File: src/rtl/instr_halfword_assembler.sv
// Assembles 16/32/48-bit instructions from a 16-bit halfword stream.
// Each instruction is presented left-aligned to the decoder over valid/ready.
module instr_halfword_assembler #(
  parameter int unsigned          ADDR_W     = 32,
  parameter logic [ADDR_W-1:0]    RESET_ADDR = '0
) (
  input  logic              clk,
  input  logic              rst_n,
  input  logic [15:0]       hw_in,
  input  logic              hw_valid,
  output logic              hw_ready,
  input  logic              flush,
  input  logic [ADDR_W-1:0] flush_addr,
  output logic [47:0]       instr,
  output logic [1:0]        instr_len,
  output logic [ADDR_W-1:0] instr_addr,
  output logic              instr_valid,
  input  logic              instr_ready
);

  typedef enum logic {COLLECT = 1'b0, HOLD = 1'b1} state_e;

  localparam logic [ADDR_W-1:0] HW_STEP = ADDR_W'(2);

  state_e            state_q, state_d;
  logic [1:0]        cnt_q, cnt_d;
  logic [1:0]        need_q, need_d;
  logic [1:0]        len_q, len_d;
  logic [47:0]       instr_q, instr_d;
  logic [ADDR_W-1:0] addr_q, addr_d;
  logic [ADDR_W-1:0] fetch_q, fetch_d;
  logic              hw_acc;
  logic              xfer;
  logic [1:0]        first_len;

  // Instruction length in halfwords, taken from the group field of hw0.
  function automatic logic [1:0] hw_len(input logic [15:0] hw);
    case (hw[15:14])
      2'b00:        hw_len = 2'd1;
      2'b01, 2'b10: hw_len = 2'd2;
      2'b11:        hw_len = 2'd3;
      default:      hw_len = 2'd2;
    endcase
  endfunction

  assign hw_ready  = !flush && ((state_q == COLLECT) || instr_ready);
  assign hw_acc    = hw_valid && hw_ready;
  assign xfer      = (state_q == HOLD) && instr_ready;
  assign first_len = hw_len(hw_in);

  always_comb begin
    state_d = state_q;
    cnt_d   = cnt_q;
    need_d  = need_q;
    len_d   = len_q;
    instr_d = instr_q;
    addr_d  = addr_q;
    fetch_d = fetch_q;
    if (flush) begin
      state_d = COLLECT;
      cnt_d   = 2'd0;
      instr_d = 48'h0;
      fetch_d = {flush_addr[ADDR_W-1:1], 1'b0};
    end else if (hw_acc && ((state_q == HOLD) || (cnt_q == 2'd0))) begin
      // New hw0; in HOLD this only happens alongside a transfer.
      instr_d = {hw_in, 32'h0};
      addr_d  = fetch_q;
      need_d  = first_len;
      fetch_d = fetch_q + HW_STEP;
      if (first_len == 2'd1) begin
        state_d = HOLD;
        len_d   = 2'd1;
        cnt_d   = 2'd0;
      end else begin
        state_d = COLLECT;
        cnt_d   = 2'd1;
      end
    end else if (hw_acc) begin
      fetch_d = fetch_q + HW_STEP;
      case (cnt_q)
        2'd1: begin
          instr_d[31:16] = hw_in;
          if (need_q == 2'd2) begin
            state_d = HOLD;
            len_d   = 2'd2;
            cnt_d   = 2'd0;
          end else begin
            cnt_d = 2'd2;
          end
        end
        default: begin
          instr_d[15:0] = hw_in;
          state_d       = HOLD;
          len_d         = 2'd3;
          cnt_d         = 2'd0;
        end
      endcase
    end else if (xfer) begin
      state_d = COLLECT;
      cnt_d   = 2'd0;
    end else begin
      state_d = state_q;
    end
  end

  // State and datapath registers.
  always_ff @(posedge clk or negedge rst_n) begin
    if (!rst_n) begin
      state_q <= COLLECT;
      cnt_q   <= 2'd0;
      need_q  <= 2'd0;
      len_q   <= 2'd0;
      instr_q <= 48'h0;
      addr_q  <= RESET_ADDR;
      fetch_q <= RESET_ADDR;
    end else begin
      state_q <= state_d;
      cnt_q   <= cnt_d;
      need_q  <= need_d;
      len_q   <= len_d;
      instr_q <= instr_d;
      addr_q  <= addr_d;
      fetch_q <= fetch_d;
    end
  end

  assign instr       = instr_q;
  assign instr_len   = len_q;
  assign instr_addr  = addr_q;
  assign instr_valid = (state_q == HOLD);

endmodule

File: config.mk
export PLATFORM = sky130hd
export DESIGN_NAME = instr_halfword_assembler
export DESIGN_NICKNAME = d
export VERILOG_FILES = /design/src/rtl/instr_halfword_assembler.sv
export SDC_FILE = /design/constraint.sdc
export NUM_CORES = 1
export LEC_CHECK = 0
export CAP_MARGIN = 20
export CORE_ASPECT_RATIO = 1.5
export CORE_MARGIN = 2
export CORE_UTILIZATION = 29
export CTS_CLUSTER_DIAMETER = 150
export CTS_CLUSTER_SIZE = 20
export DETAILED_ROUTE_END_ITERATION = 12
export PLACE_DENSITY = 0.51
export REMOVE_ABC_BUFFERS = 1
export SKIP_CTS_REPAIR_TIMING = 1
export SYNTH_ARGS = -nofsm -noshare
export SYNTH_HDL_FRONTEND = slang
export SYNTH_SLANG_ARGS = --single-unit
File: constraint.sdc
create_clock -name clk -period 2.15 [get_ports clk]
set_clock_uncertainty 0.1 [all_clocks]
set_input_delay 0.43 -clock clk [delete_from_list [all_inputs] [get_ports clk]]
set_output_delay 0.43 -clock clk [all_outputs]
set_load 0.05 [all_outputs]
# Word-level counts from Yosys, hierarchy flattened
# Index checks and enable logic that the tools add are counted.
# op_classes
add_sub_neg	1
eq_ne	10
muxes	29
bitwise	2
n_reduce_logical	20
# op_table
cell	count
2-to-1 mux 32 bit	5
2-to-1 mux 16 bit	3
2-to-1 mux 48 bit	1
adder 32 x 2 -> 32 bit, second input constant	1
2-to-1 mux 2 bit	11
2-to-1 mux 1 bit	8
AND reduction 2 bit	4
equality test 2 x 1 -> 1 bit, second input constant	3
equality test 2 bit, second input constant	3
!= test 3 bit, second input constant	2
case mux 2 bit (3 select lines)	1
nonzero test 3 bit	2
!= test 5 bit, second input constant	1
logical AND 1 bit	4
zero test 2 bit	2
AND reduction 4 bit	1
nonzero test 2 bit	2
nonzero test 4 bit	1
logical OR 1 bit	2
!= test 2 x 1 -> 1 bit, second input constant	1
inverter 1 bit	2
OR reduction 2 bit	1
zero test 1 bit	1
# word_totals
reg_bits	119
in_bits	53
output_inout_bits	84
elab_cells	71

# Longest topological paths before layout
# logic_depth
word_depth	7
ltp_mapped	7
ltp_nobuf	5

# Worst setup path before layout
# No wires, ideal clock.
# synth_path
kind	input-to-output
start	in flush
end	out hw_ready
arrival_ns	1.678
t_required_ns	1.620
slack_ns	-0.058
stages	4
n_path_buf	3
path_cell_list	clkbuf_1 -> clkbuf_1 -> clkbuf_1 -> nor2_1
# synth_between
elab_chain_len	2
# synth_lines
item	line_no	text
start: declaration	12	input logic flush,
zero test 1 bit	46	assign hw_ready = !flush && ((state_q == COLLECT) || instr_ready);
logical AND 1 bit	46	
end: declaration	11	output logic hw_ready,
# No other way between the ends.

# Final worst setup path
# layout_path
start	reg instr_q[16], in the netlist instr[16]
end	out instr[16]
# layout_lines
item	line_no	text
start: declaration	29	logic [47:0] instr_q, instr_d;
start signal: assignment	121	instr_q <= instr_d;
end: declaration	14	output logic [47:0] instr,
# No word-level cell between the ends.

==> impl.org <==
** Pwr
- Of the total power, the share spent switching nets is 34.8%.
- Part of the power in registers :: 36.5%
- Max rail drop VDD :: roughly 470 µV
- Internal Power :: 4.85 mW
- For this design the static power due to leakage is 3.60 nW.
- Part of the power in the clock network :: between 30% and 40%
- Power share of the combinational group :: between 20 and 30%
- Total net switching power :: 2.59 mW
- Ratio of total power to cell area :: around 970 nW/µm²

** Setup path
- Source of the critical timing path :: instr[16]
- Critical path's slowest cell :: sky130_fd_sc_hd__clkdlybuf4s50_1
- Top Family by Delay on Critical Path :: buffers and inverters
- Data arrives at the worst endpoint at approximately 1.6 ns.
- Of all nets on the critical path, the largest fanout is 2.
- The worst setup path is captured at an output port.
- Counting both buffers and inverters, the worst setup path holds a total of 1.
- Cell breakdown of the critical path :: clkdlybuf4s50_1
- Startpoint type of the worst setup path :: flip-flop
- CP peak stage delay :: 0.81 ns
- Worst endpoint required time :: 1.62 ns
- Reg2Reg Launch Point :: fetch_q[2]
- The critical path is of the reg2out type.

** Floorplanning
- The die is about 170 µm tall.
- Die area :: between 15000 and 20000 µm²
- From left edge to right edge, the die measures roughly 110 µm.
- The floorplan has 60 rows.
- Placeable core region :: 17900 µm²
- Initial core utilization :: between 20 and 30%
- 137 I/O pins were placed.

** Final layout
- Post-layout instance area :: 7710 µm²
- P&R area growth vs syn :: 46.4%
- Fraction of final layout cells with drive strength greater than 1 :: 19.9%
- After filler insertion, the fill cell instance count of the layout stands at 1709.
- Diode count :: 0
- Nets :: ~710
- Area occupied by registers :: between 2000 and 3000 µm²
- Total area of multi-input combinational cells :: ~2200 µm²
- Final core utilization :: 43.2%

** Clocking
- Number of clock buffers inserted by TritonCTS :: 17
- Reg clk slew, reported paths :: 0.06 ns
- CTS tree :: yes
- The tree is rooted in a sky130_fd_sc_hd__clkbuf_16.
- Clock tree synthesis found a total of between 100 and 150 sinks.
- The longest clock path from root to sink contains 2 buffers.
- Later-pin clock latency in the skew report :: between 0.4 and 0.5 ns
- Number of H-tree levels :: 4

** Yosys
- Avg Synthesized Cell Area :: approximately 11 µm²
- The synthesized design spends more area on one cell type than any other, namely sky130_fd_sc_hd__dfrtp_1.
- By area the synthesized netlist is led by sky130_fd_sc_hd__dfrtp_1 56%, sky130_fd_sc_hd__mux2_2 6.2%, sky130_fd_sc_hd__nand2_1 5.7%.
- In this run the biggest area consumer among cell types represents 55.6% of the synthesized area.
- Cell with the most instances after synthesis :: sky130_fd_sc_hd__dfrtp_1
- In this run, synthesis produced a sequential element count of 117.
- Share of flip-flops with an asynchronous set or reset :: 100%
- Among all flip-flop cells after synthesis, the most frequent one is sky130_fd_sc_hd__dfrtp_1.
- Number of instances in the synthesized netlist :: just under 500
- Number of library cell types mapped by synthesis :: 54
- Portion of the post-synthesis area used by sequential elements :: 55.6%
- Ranked by instance count, the synthesized netlist is headed by 117 x sky130_fd_sc_hd__dfrtp_1, 80 x sky130_fd_sc_hd__nand2_1, 34 x sky130_fd_sc_hd__a22o_1.
- In this run, synthesis inferred 0 flip-flops with an integrated enable.
- Number of warnings reported in the yosys synthesis log :: 0
- Summing every instance area after synthesis gives 5270 µm².

** Timing
- Normalized max-slew margin :: 53.1%
- The number of hold-slack violations in the final timing report is 0.
- Fin. max-slew vios :: 0
- RSZ-0062 raised after global routing :: no
- Setup violations remaining at the end of the flow were counted as 0.
- Smallest setup slack after layout :: 0.0285 ns
- Post-layout minimum cycle time :: 2.12 ns
- Peak clock frequency supported by timing :: 471 MHz
- For the pin with the worst max-slew slack, the measured transition is about 0.70 ns.
- In the finished design, the share of the clock period the worst path needs comes to between 90% and 100%.

** Global routing
- Entering global routing, the biggest net connects 41 pins.
- The first global-routing pass estimated 25.2 mm of wire.
- Remaining global-route overflow :: 0
- Global routing consumed, over all layers together, ~17% of the routing resources.
- Initial antenna violation count :: 0
- The number of global-route vias before repair was 4746.

** Detailed routing
- After the first detailed-routing iteration, the DRC count stood at 287.
- After detailed routing, the average wire length per cell comes to 17.7 µm.
- After detailed routing, the number of vias per cell comes to 5.15.
- Number of remaining DRC errors :: 0
- Summed over all layers, the routed wires come to 15.6 mm.
- The first TritonRoute pass finished after 5 iterations.
- Overall via count from detail_route :: 4526
- The detail route stage leaves a number of antenna-violating nets equal to 0.

** Placement
- DPL Wire Length :: 11.5 mm
- Summing all placed instances gives a cell area of 7070 µm².
- Timing analysis after detailed placement gives a worst setup slack of -0.127 ns.
- GP Congestion :: 0.816
- Number of port buffers :: about 130

** Min path
- Hold/Removal Path Class :: in2async

** Flow run
- Number of maximum-capacitance constraint violations :: 0

** Status
- Outcome :: complete, no violations
==> flip-flops by register name, indices dropped and copies added (netlist names) <==
signal / cells
cnt_q: 2
fetch_q: 31
instr: 48
instr_addr: 31
instr_len: 2
instr_valid: 1
need_q: 2
==> logic make-up after synthesis <==
| logic type | share of synthesized area (%) |
|---|---|
| AOI/OAI and AO/OA | 16.3 |
| DFF | 55.6 |
| adders and majority gates | 0.712 |
| xor gates and xnor gates | 0.831 |
| other | 0.0712 |
| muxes | 6.39 |
| buffers and inverters | 3.32 |
| and+or+nand+nor | 16.9 |
==> metrics by stage <==
step / hold slack (ns) / setup TNS (ns) / cells / total power, mW
floorplan: 0.0344 / -73.30 / 458 / 3.96
global placement: 0.232 / -5.59 / 846 / 4.84
detailed placement: 0.236 / -6.73 / 846 / 4.86
CTS: -0.209 / -0.0249 / 878 / 7.55
global route: 0.375 / 0 / 879 / 7.80
finish: 0.352 / 0 / 879 / 7.45
==> cells in the final DEF (no fill, tap or decap), types with 6 or more instances in the layout <==
master,n
sky130_fd_sc_hd__dfrtp_1,117
sky130_fd_sc_hd__a22o_1,34
sky130_fd_sc_hd__buf_4,47
sky130_fd_sc_hd__nand2_1,80
sky130_fd_sc_hd__nand4_1,11
sky130_fd_sc_hd__buf_12,7
sky130_fd_sc_hd__o311ai_1,8
sky130_fd_sc_hd__a21oi_1,17
sky130_fd_sc_hd__inv_1,9
sky130_fd_sc_hd__clkinvlp_4,6
sky130_fd_sc_hd__clkdlybuf4s50_1,92
sky130_fd_sc_hd__o211ai_1,6
sky130_fd_sc_hd__a31oi_1,6
sky130_fd_sc_hd__o311ai_0,14
sky130_fd_sc_hd__clkbuf_16,17
sky130_fd_sc_hd__and4_1,6
sky130_fd_sc_hd__or4_1,8
sky130_fd_sc_hd__o21ai_0,15
sky130_fd_sc_hd__nand3_1,18
sky130_fd_sc_hd__and3_1,6
sky130_fd_sc_hd__mux2_2,29
sky130_fd_sc_hd__dlymetal6s2s_1,24
sky130_fd_sc_hd__nor2_1,17
==> layout make-up <==
class | instances | area share [%]
sequential | 117 | 38.0
multi-input combinational | 332 | 28.4
timing repair buffer | 172 | 22.4
clock buffer | 17 | 5.52
tap | 217 | 3.52
clock inverter | 15 | 1.74
inverter | 9 | 0.438
==> power by group through the flow <==
stage                     Sequential [mW]  Clock (mW)  Combinational (mW)
final                                2.72        2.65                2.08
after global routing                 2.76        2.83                2.20
after CTS                            2.72        2.72                2.11
after detailed placement             2.76           0                2.10
after global placement               2.75           0                2.09
after floorplan                      3.51           0               0.455
==> metal layers <==
layer,wire (µm),track usage [%],vias to the layer above
met5,0,0,-
met4,180,5.73,0
met3,852,3.72,12
met2,7980,29.6,159
met1,6540,20.1,2214
li1,-,-,2141
==> worst paths after layout <==
path,slack [ns],to,cells after the start
max in group asynchronous,0.97,fetch_q[15],3
worst min-delay path,0.35,instr[22],2
min in group clk,0.39,need_q[0],2
worst max-delay path,0.03,instr[16],1
worst min register to register,0.39,need_q[0],2
worst max register to register,0.14,fetch_q[17],6
Note: power is estimated with default switching activity, not from simulation.
==> patch 1: new RTL, same settings <==
`ADDR_W`: 32 -> 16.
--- a/src/rtl/instr_halfword_assembler.sv
+++ b/src/rtl/instr_halfword_assembler.sv
@@ -1,7 +1,7 @@
 // Assembles 16/32/48-bit instructions from a 16-bit halfword stream.
 // Each instruction is presented left-aligned to the decoder over valid/ready.
 module instr_halfword_assembler #(
-  parameter int unsigned          ADDR_W     = 32,
+  parameter int unsigned          ADDR_W     = 16,
   parameter logic [ADDR_W-1:0]    RESET_ADDR = '0
 ) (
   input  logic              clk,
Ports: changed (resized flush_addr and instr_addr); port bits go from 137 to 105. No check against the original RTL was run, so the function may have changed too.
==> patch 1 against the unedited design <==
  * Cell area decreased by 31%
  * Count of clock-buffer cells in the layout is 6 lower
  * Power decreased by 34%
  * Wire length down 38%
  * Register-to-register slack gained 0.15 ns
  * Global-route usage fell by 1.4 points
  * Setup slack improved by 0.045 ns
  * Via count shrank 34%
  * Synthesized cell count decreased by 28%
  * Area after synthesis down 32%
  * Utilization increased by 0.99 points
  * Sequential power shrank 30%
  * Sequential cell count fell by 32
  * Critical endpoint is now hw_ready
==> patch 1: results (changes against the unedited design) <==
[synthesis]
synth_cells=349  ; -28%
ys_top_cells_by_area=dfrtp_1 (59%), nand2_1 (10%), a22o_1 (7.8%), nand3_1 (2.6%), o21ai_0 (2.5%)
netlist_top_cells_count=nand2_1 (97), dfrtp_1 (85), a22o_1 (32)
yosys.cell_types.count=43  ; -20%

[power_and_ir_drop]
pwr.group.clock_w=0.00165  ; -38%
seq_power_share=0.390  ; +0.025
ir_drop_v=0.000353  ; -25%
power_switching_w=0.00162  ; -38%
p_leak_nw=2.40  ; -33%
power_frac_comb=0.273  ; -0.006

[worst_setup_path]
cp_slowest_stage_delay_ns=0.56  ; -0.25 ns
reg2reg_from=fetch_q[3]
r2r_slack_ns=0.29  ; +0.15 ns
r2r_cells=4  ; -2
worstPathMaxFanout=6  ; +4
crit_start=instr_ready

[sta]
holdWs_ns=0.372  ; +0.0194 ns

[placement]
place_inst=609  ; -28%
numPortBuffers=102  ; -24%
preCtsSetupSlack_ns=-0.169  ; -0.0419 ns
placed_cell_area_um2=5000  ; -29%

[drt]
met3WireLength_um=427  ; -50%
wirelength_mm=9.65  ; -38%
wl_met2_mm=5.09  ; -36%
m1WireLength_mm=4.00  ; -39%
drtIter0Drc=63  ; -78%
vias_per_cell=4.77  ; -7.5%

[final_layout]
fin_nets=508  ; -28%
drive_gt1_frac=0.112  ; -0.0873
fin_cells=626  ; -29%

[global_routing]
grt_pass1_wl_mm=15.7  ; -38%
grt_max_degree=34  ; -17%
grtUsageMet3=0.0328  ; -0.00442
first_global_vias=2991  ; -37%
use_met1=0.188  ; -0.0124
track_usage=0.153  ; -0.0143

[cts]
clock_latency_ns=0.33  ; -0.08 ns
htree_levels=3  ; -1
cts_buffers=9  ; -8

[status]
status=finished clean

## patch 1: changes by cell type after synthesis, sizes merged, moves of 5 or more
cell and change:
dfrtp -32, o311ai -22, mux2 -29, nor2 -9
nand4 -6, and3 -6, inv -5, nand2 +16
a21oi -15, buf -5, and4 -5
## patch 1: logic make-up (layout without fill, tap and decap cells)
family                     count (synthesis)  in the layout  synth area share
AOI/OAI and AO/OA                         70             70             0.143
xor gates and xnor gates                   8              8            0.0195
adders and majority gates                  3              3            0.0104
buffers and inverters                     25            149            0.0292
DFF                                       85             85             0.591
muxes                                      3              3           0.00834
other                                      1              1           0.00104
and+or+nand+nor                          154            154             0.197
## patch 1: layout make-up
class / instances / area (um2)
fillers: 1205 / 6740
flip-flops and latches: 85 / 2130
multi-input cells: 239 / 1380
repair buffers: 128 / 1300
clock buffers: 11 / 233
well taps: 153 / 191
clock inverters: 5 / 83.8
inverters: 5 / 18.8
==> patch 2: new RTL, same flow settings <==
Without the edit above. `instr_q` no longer has a reset.
--- a/src/rtl/instr_halfword_assembler.sv
+++ b/src/rtl/instr_halfword_assembler.sv
@@ -110,7 +110,6 @@
       cnt_q   <= 2'd0;
       need_q  <= 2'd0;
       len_q   <= 2'd0;
-      instr_q <= 48'h0;
       addr_q  <= RESET_ADDR;
       fetch_q <= RESET_ADDR;
     end else begin
@@ -118,10 +117,13 @@
       cnt_q   <= cnt_d;
       need_q  <= need_d;
       len_q   <= len_d;
-      instr_q <= instr_d;
       addr_q  <= addr_d;
       fetch_q <= fetch_d;
     end
+  end
+
+  always_ff @(posedge clk) begin
+    instr_q <= instr_d;
   end
 
   assign instr       = instr_q;
Formal check against the unedited RTL: not equivalent (Yosys sat finds a counterexample within 4 cycles, from zero or initial values and one cycle with rst_n low).
==> patch 2 against the unedited design <==
  * Synthesized cell count is 23% higher
  * Area after synthesis is 5.1% lower
  * Global-route usage is 1.1 points higher
  * Power hardly changed
  * Via count is 6.9% higher
  * Sequential cell count stayed put
  * Wire length is 2.4% higher
  * Critical path depth stayed put
  * Setup slack better by 0.025 ns
  * Count of clock-buffer cells in the layout is 7 higher
  * Maximum frequency is 1.2% higher
  * Cell area is 1.1% lower
  * Utilization is 2.1 points higher
  * Largest cell class unchanged
  * Largest power group is now clock
==> patch 2: results (changes against the unedited design) <==
[synthesis]
yosys.cell_types.count=43  ; -20%
synth-adder-area-share=0.00751  ; +0.000383
ys_top_cells_by_area=dfrtp_1 (35%), dfxtp_1 (19%), nand2_1 (17%), a21oi_1 (3.8%), nand3_1 (2.7%)
synth_xor_area_frac=0.0228  ; +0.0145
netlist_top_cells_count=nand2_1 (230), dfrtp_1 (69), dfxtp_1 (48)
ys_seq_area_frac=0.537  ; -0.0182
async_flop_share=0.590  ; -0.410
synth_compound_area_frac=0.115  ; -0.0478
synthMuxAreaShare=0.00450  ; -0.0594
ys.warnings.count=0  ; unchanged

[cts]
root_buffer=clkbuf_16
clockBufferDepth=2  ; unchanged
htree_levels=4  ; unchanged
clk_pin_slew_ns=0.06  ; about the same
clock_latency_ns=0.40
cts_buffers=17  ; unchanged

[global_routing]
first_global_vias=5130  ; +8.1%
grt_pass1_wl_mm=26.0  ; +3.1%
grt_max_degree=70  ; +71%
antenna_found_initial=0  ; unchanged
track_usage=0.178  ; +0.0106

[power_and_ir_drop]
p_leak_nw=3.30  ; -8.3%
ir_drop_v=0.000500  ; +5.9%
power_switching_w=0.00245  ; -5.4%

[final_layout]
fillCellCount=1695  ; -0.82%
fin_nets=835  ; +18%
largest_register_ffs=48  ; unchanged
drive_gt1_frac=0.160  ; -0.0390
n_antenna_cell=0  ; unchanged

[drt]
dr.pass1.iters=4  ; -1
drtIter0Drc=180  ; -37%
wirelength_mm=15.9  ; +2.4%
vias=4839  ; +6.9%

[worst_setup_path]
r2r_slack_ns=0.12  ; -0.02 ns
worstPathMaxFanout=2  ; unchanged
cp_slowest_stage_delay_ns=0.83  ; +0.02 ns
crit_path_top_delay_cell=clkdlybuf4s50_1
cp_top_family=buffers and inverters
worstPathArrival_ns=1.57  ; -0.02 ns

[min_path]
hold_class=register to register

[sta]
worst_pin_slew_ns=0.547  ; -0.157 ns

[status]
status=finished clean

[placement]
numPortBuffers=134  ; unchanged
place_hpwl_mm=11.5  ; +0.20%
routabilityCongestion=0.823  ; +0.82%

-- patch 2: cells by family after synthesis --
logic type,count (synthesis)
flops,117
other cells,1
fa+ha+maj,3
simple gates,327
mux,2
xor+xnor,13
buf+inv,41
compound gates,96
-- patch 2: final timing paths --
kind,start,end,cells after the start
worst min register to register,instr[33],instr[33],2
worst max register to register,fetch_q[1],fetch_q[26],5
min in group asynchronous,rst_n,instr_addr[17],3
worst min-delay path,instr[33],instr[33],2
max in group asynchronous,rst_n,fetch_q[2],3
worst max-delay path,instr[18],instr[18],1
-- patch 2: metrics by stage --
step	cells	cell area [um2]	setup WS, ns	hold slack [ns]	power (W)
final	1002	7630	0.0531	0.353	0.00745
after global routing	1002	7630	0.00383	0.370	0.00780
after CTS	1001	7580	-0.106	-0.0442	0.00755
after detailed placement	969	6970	-0.349	0.347	0.00463
after global placement	969	6970	-0.302	0.342	0.00460
after floorplan	570	4880	-3.56	0.0344	0.00379
-- patch 2: layer usage --
layer,wire length (um),part of all wire,vias to the layer above,track usage
met2,8010,0.50,151,0.318
met4,265,0.017,0,0.0544
li1,-,-,2376,-
met3,1270,0.080,15,0.0708
met5,0,0,-,0
met1,6390,0.40,2297,0.195
-- patch 2: power groups by stage --
stage	logic (W)	clock network (W)	registers, W
after floorplan	0.000394	0	0.00340
after global placement	0.00192	0	0.00268
after detailed placement	0.00193	0	0.00269
after CTS	0.00194	0.00295	0.00265
after global routing	0.00206	0.00305	0.00269
final	0.00192	0.00288	0.00265
-- patch 2: cell type report --
cell class | count | area [um2] | share of cell area
timing repair buffer | 190 | 1830 | 0.240
sequential | 117 | 2690 | 0.353
tap | 210 | 263 | 0.0344
inverter | 11 | 41.3 | 0.00541
clock buffer | 24 | 536 | 0.0702
clock inverter | 8 | 81.3 | 0.0107
multi-input combinational | 442 | 2190 | 0.287
